### src/rtl/dvi_frame_formatter.sv
// DVI frame formatter: free-running 2D timing generator that locks an AXI4-Stream
// RGB888 source to frame boundaries and drives colour/control/DE to the TMDS encoders.
module dvi_frame_formatter #(
  parameter int H_ACTIVE = 640,
  parameter int H_FP     = 16,
  parameter int H_SYNC   = 96,
  parameter int H_BP     = 48,
  parameter int V_ACTIVE = 480,
  parameter int V_FP     = 10,
  parameter int V_SYNC   = 2,
  parameter int V_BP     = 33,
  parameter int H_POL    = 0,
  parameter int V_POL    = 0
) (
  input  logic        i_clk,
  input  logic        i_rst,
  input  logic [23:0] s_axis_tdata,
  input  logic        s_axis_tvalid,
  output logic        s_axis_tready,
  input  logic        s_axis_tuser,
  input  logic        s_axis_tlast,
  output logic [7:0]  o_red,
  output logic [7:0]  o_green,
  output logic [7:0]  o_blue,
  output logic [1:0]  o_ctrl_b,
  output logic        o_de,
  output logic        o_frame_start,
  output logic        o_underflow,
  output logic        o_misalign
);

  localparam int H_TOTAL = H_ACTIVE + H_FP + H_SYNC + H_BP;
  localparam int V_TOTAL = V_ACTIVE + V_FP + V_SYNC + V_BP;
  localparam int HW = $clog2(H_TOTAL);
  localparam int VW = $clog2(V_TOTAL);

  localparam logic [HW-1:0] H_LAST     = HW'(H_TOTAL - 1);
  localparam logic [HW-1:0] H_ACT_END  = HW'(H_ACTIVE);
  localparam logic [HW-1:0] H_EOL      = HW'(H_ACTIVE - 1);
  localparam logic [HW-1:0] H_SYNC_BEG = HW'(H_ACTIVE + H_FP);
  localparam logic [HW-1:0] H_SYNC_END = HW'(H_ACTIVE + H_FP + H_SYNC);
  localparam logic [VW-1:0] V_LAST     = VW'(V_TOTAL - 1);
  localparam logic [VW-1:0] V_ACT_END  = VW'(V_ACTIVE);
  localparam logic [VW-1:0] V_SYNC_BEG = VW'(V_ACTIVE + V_FP);
  localparam logic [VW-1:0] V_SYNC_END = VW'(V_ACTIVE + V_FP + V_SYNC);
  localparam logic HS_ON = 1'(H_POL);
  localparam logic VS_ON = 1'(V_POL);

  typedef enum logic [1:0] {SEEK, WAIT, LOCKED} state_t;

  state_t          state_q, state_d;
  logic [HW-1:0]   h_cnt_q, h_cnt_d;
  logic [VW-1:0]   v_cnt_q, v_cnt_d;
  logic [23:0]     pix_q, pix_d;
  logic [1:0]      ctrl_q, ctrl_d;
  logic            de_q, de_d;
  logic            frame_start_q, frame_start_d;
  logic            underflow_q, underflow_d;
  logic            misalign_q, misalign_d;

  logic line_end, frame_end, active, hs_on, vs_on, sof_pos, eol_pos;

  always_comb begin
    line_end  = (h_cnt_q == H_LAST);
    frame_end = line_end && (v_cnt_q == V_LAST);
    active    = (h_cnt_q < H_ACT_END) && (v_cnt_q < V_ACT_END);
    hs_on     = (h_cnt_q >= H_SYNC_BEG) && (h_cnt_q < H_SYNC_END);
    vs_on     = (v_cnt_q >= V_SYNC_BEG) && (v_cnt_q < V_SYNC_END);
    sof_pos   = (h_cnt_q == '0) && (v_cnt_q == '0);
    eol_pos   = (h_cnt_q == H_EOL);

    h_cnt_d = line_end ? '0 : h_cnt_q + HW'(1);
    v_cnt_d = v_cnt_q;
    if (line_end) v_cnt_d = (v_cnt_q == V_LAST) ? '0 : v_cnt_q + VW'(1);

    ctrl_d        = {vs_on ? VS_ON : ~VS_ON, hs_on ? HS_ON : ~HS_ON};
    de_d          = active;
    frame_start_d = sof_pos;

    state_d       = state_q;
    pix_d         = 24'h000000;
    underflow_d   = 1'b0;
    misalign_d    = 1'b0;
    s_axis_tready = 1'b0;

    // The SOF beat is held back in SEEK so LOCKED can consume it at (0,0).
    case (state_q)
      SEEK: begin
        s_axis_tready = !(s_axis_tvalid && s_axis_tuser);
        if (s_axis_tvalid && s_axis_tuser) state_d = WAIT;
      end
      WAIT: begin
        if (frame_end) state_d = LOCKED;
      end
      LOCKED: begin
        s_axis_tready = active;
        if (active) begin
          if (!s_axis_tvalid) begin
            underflow_d = 1'b1;
            state_d     = SEEK;
          end else begin
            pix_d = s_axis_tdata;
            if ((s_axis_tuser != sof_pos) || (s_axis_tlast != eol_pos)) begin
              misalign_d = 1'b1;
              state_d    = SEEK;
            end
          end
        end
      end
      default: state_d = SEEK;
    endcase

    if (i_rst) s_axis_tready = 1'b0;
  end

  always_ff @(posedge i_clk) begin
    if (i_rst) begin
      state_q       <= SEEK;
      h_cnt_q       <= '0;
      v_cnt_q       <= '0;
      pix_q         <= 24'h000000;
      ctrl_q        <= {~VS_ON, ~HS_ON};
      de_q          <= 1'b0;
      frame_start_q <= 1'b0;
      underflow_q   <= 1'b0;
      misalign_q    <= 1'b0;
    end else begin
      state_q       <= state_d;
      h_cnt_q       <= h_cnt_d;
      v_cnt_q       <= v_cnt_d;
      pix_q         <= pix_d;
      ctrl_q        <= ctrl_d;
      de_q          <= de_d;
      frame_start_q <= frame_start_d;
      underflow_q   <= underflow_d;
      misalign_q    <= misalign_d;
    end
  end

  assign o_red         = pix_q[23:16];
  assign o_green       = pix_q[15:8];
  assign o_blue        = pix_q[7:0];
  assign o_ctrl_b      = ctrl_q;
  assign o_de          = de_q;
  assign o_frame_start = frame_start_q;
  assign o_underflow   = underflow_q;
  assign o_misalign    = misalign_q;

endmodule

### config.mk
export PLATFORM = sky130hd
export DESIGN_NAME = dvi_frame_formatter
export DESIGN_NICKNAME = d
export VERILOG_FILES = /design/src/rtl/dvi_frame_formatter.sv
export SDC_FILE = /design/constraint.sdc
export NUM_CORES = 1
export LEC_CHECK = 0
export ABC_AREA = 1
export BUFFER_PORTS_ARGS = -buffer_cell sky130_fd_sc_hd__buf_4
export CAP_MARGIN = 10
export CELL_PAD_IN_SITES_DETAIL_PLACEMENT = 1
export CELL_PAD_IN_SITES_GLOBAL_PLACEMENT = 2
export CORE_ASPECT_RATIO = 2
export CORE_MARGIN = 1.5
export CORE_UTILIZATION = 29
export DETAILED_ROUTE_END_ITERATION = 10
export HOLD_SLACK_MARGIN = 0.15
export PLACE_DENSITY = 0.85
export SETUP_SLACK_MARGIN = 0.15
export SLEW_MARGIN = 20
export SYNTH_ARGS = -nofsm -noshare
export SYNTH_HDL_FRONTEND = slang
export SYNTH_SLANG_ARGS = --single-unit
### constraint.sdc
create_clock -name i_clk -period 1.7 [get_ports i_clk]
set_clock_uncertainty 0.1 [all_clocks]
set_input_delay 0.17 -clock i_clk [delete_from_list [all_inputs] [get_ports i_clk]]
set_output_delay 0.17 -clock i_clk [all_outputs]
set_load 0.01 [all_outputs]
==> flow_summary_export.csv <==
group,metric,value,unit
outcome,status,"finished clean",
route,drc,0,
yosys,syn_area,2230,sq um
critical_path,slowest_stage,"dfxtp_2",
critical_path,cp_cell_sequence,"nand2_2, nor3_4, nor2_2, nand2_2, nor2_4, nand2_2, o21ai_1, buf_4",
placed_design,gp_congestion,0.807,
yosys,synthArstFlopShare,0,
floorplan,num_rows,45,
route,via_count,2248,
floorplan,start_util,0.295,
clock_network,cts_root_buf,"clkbuf_16",
critical_path,reg2reg_from,"h_cnt_q[1]",
route,drt-total-wl,7.97,mm
yosys,yosysTopAreaCellShare,0.467,
sta,finalSetupViolations,0,
floorplan,fp.dieW,65.0,um
sta,hold_viol,0,
floorplan,core_area,7540,sq um
clock_network,clock_latency,0.29,ns
global_route,first_global_vias,2418,
yosys,yosys_register_bits,52,
power,p_per_area,669,nW/um^2
global_route,grt_pass1_wl,11.3,mm
cells_and_area,fill_cells,897,
yosys,ys_warn_count,0,
sta,rsz0062_at_grt,"true",
route,ant_nets,0,
clock_network,clock_sinks,52,
critical_path,crit_start,"v_cnt_q[6]",
global_route,grt_max_degree,21,
cells_and_area,nets,441,
critical_path,critical_path.max_stage_delay,0.35,ns
yosys,synth_cells,282,
cells_and_area,drive_gt1_frac,0.509,
cells_and_area,syn2layout_area_growth,70.3,%
yosys,synth_most_common_cell,"inv_1",
critical_path,rrSetupSlack,0.05,ns
route,wl_per_cell,15.8,um
global_route,grt_use_total,0.182,
power,p_leak,1.76,nW
critical_path,endpoint_kind,"output pin",
critical_path,startpoint_type,"register",
yosys,synth_area_leaders,"dfxtp_1 (47%), inv_1 (8.9%), nand2_1 (6.6%)",
sta,relSlewSlack,0.771,
min_path,holdCritPathClass,"input port to register",
cells_and_area,diodes,0,
placed_design,post-place-ws,-0.159,ns
critical_path,reg2reg_depth,10,
critical_path,crit_required,1.43,ns
clock_network,ctsHtreeMaxLevel,2,
sta,period_needed,1.66,ns
yosys,netlist-cell-type-count,30,
clock_network,clk_pin_slew,0.07,ns
yosys,synth_flop_cell,"dfxtp_1",
floorplan,fp.dieH,127,um
power,vdd.ir_drop.worst,0.700,mV
clock_network,cts_buffer_depth,2,
yosys,yosysTopAreaCell,"dfxtp_1",
yosys,synth_common_cells,"inv_1 (53), dfxtp_1 (52), nand2_1 (39), nor2_1 (37), nor2_2 (21)",
yosys,syn-num-nets,315,
sta,slew_violations,0,
sta,post-route-period-util,0.976,
critical_path,reg2reg_to,"v_cnt_q[7]",
yosys,synth-edff-count,0,
critical_path,path_max_fanout,2,
global_route,antenna_found_initial,0,
critical_path,critPathKind,"register to output pin",
critical_path,arrival,1.39,ns
floorplan,io_pins,60,
global_route,grt-ovfl-total,0,
placed_design,dp_hpwl,5.12,mm
yosys,avgSynthCellArea,7.90,sq um
route,drt_iter0_markers,69,
route,drt-pass1-iter-count,4,
clock_network,cts_tree,"done",
sta,tightestPinTransition,0.342,ns
sta,setup_slack,0.0403,ns
power,total_power,2.54,mW
critical_path,critical-path-top-cell-by-count,"nand2_2",
floorplan,design.die.area,8250,sq um
placed_design,port_buffers,59,
cells_and_area,utilization,0.503,
clock_network,holdBufCountCts,26,
route,via_per_inst,4.47,
yosys,ys_seq_area_frac,0.467,
job,drv_cap,0,
critical_path,cp-endpoint,"s_axis_tready",
clock_network,cts_inserted_buffers,5,
sta,max_freq,603,MHz
[layout by cell type (no fill, tap or decap), types with 4 or more instances in the layout]
cell	count
a21oi_1	9
buf_4	85
buf_6	6
clkbuf_16	7
dfxtp_1	35
dfxtp_2	12
dfxtp_4	5
dlygate4sd3_1	26
inv_1	44
inv_2	14
nand2_1	28
nand2_2	10
nand3_1	8
nand4_1	7
nor2_1	30
nor2_2	23
nor2_4	11
nor3_4	4
[per-layer routing]
metal,global-route usage,wire length [um],vias to the layer above,share of wire
met5,0,0,-,0
met2,0.379,5050,58,0.63
met4,0.0926,324,0,0.041
met1,0.154,2360,1059,0.30
li1,-,-,1110,-
met3,0.0282,231,21,0.029
[logic make-up (layout without fill, tap and decap cells)]
group,Yosys count,count (layout),share of synthesized area
compound gates,24,24,0.0584
xor+xnor,2,2,0.00786
fa+ha+maj,4,4,0.0225
buf+inv,64,191,0.125
flops,52,52,0.467
simple gates,136,136,0.319
[per-stage QoR]
step                TNS, ns  instance area [sq um]  hold slack [ns]  std cells
CTS                       0                   3460           0.0163        490
detailed placement   -0.743                   2840            0.258        444
global placement     -0.574                   2840            0.257        444
finish                    0                   3790           0.0270        503
floorplan                 0                   2230            0.139        282
global route         -0.194                   3790           0.0332        503
[worst max-delay path: cells and delay by family, from the launching register on]
family,cells,cell delay (ns)
buffers and inverters,1,0.15
AND/OR/NAND/NOR,6,0.53
flip-flops,1,0.35
AO/OA/AOI/OAI,1,0.06
[power by group]
group          switching (mW)  total [mW]  internal, mW
sequential             0.0105        1.23          1.22
combinational           0.116       0.256         0.139
clock                   0.494        1.05         0.558
total                   0.620        2.54          1.92
[what timing repair did]
| item | in CTS | in global routing |
|---|---|---|
| pin swaps | 11 | 20 |
| hold endpoints to repair | 30 | 4 |
| gates cloned | 0 | 3 |
| resized for setup | 47 | 50 |
| buffers inserted | 12 | 10 |
| setup endpoints to repair | 20 | 36 |
[cell type report]
type / count / area (sq um) / share of cell area
clock buffers: 5 / 125 / 0.0330
clock inverters: 3 / 25.0 / 0.00659
inverters: 62 / 255 / 0.0673
multi-input cells: 166 / 1140 / 0.301
flip-flops and latches: 52 / 1070 / 0.283
well taps: 94 / 118 / 0.0310
repair buffers: 121 / 1060 / 0.278
[worst min path at each step]
stage,start,to,slack (ns),cells after the start
after CTS,i_rst,o_de,0.02,2
after global placement,s_axis_tvalid,o_underflow,0.26,2
after floorplan,i_rst,state_q[1],0.14,1
final,i_rst,o_frame_start,0.03,2
after detailed placement,s_axis_tvalid,o_underflow,0.26,2
after global routing,i_rst,o_frame_start,0.03,2
[registers in the layout, summed over array words and instances, names as in the netlist]
register and flops:
o_misalign 1, h_cnt_q 10, v_cnt_q 10, o_frame_start 1
o_ctrl_b 2, o_de 1, o_underflow 1, state_q 2
pix_q 24
Note: power is estimated with default switching activity, not from simulation.
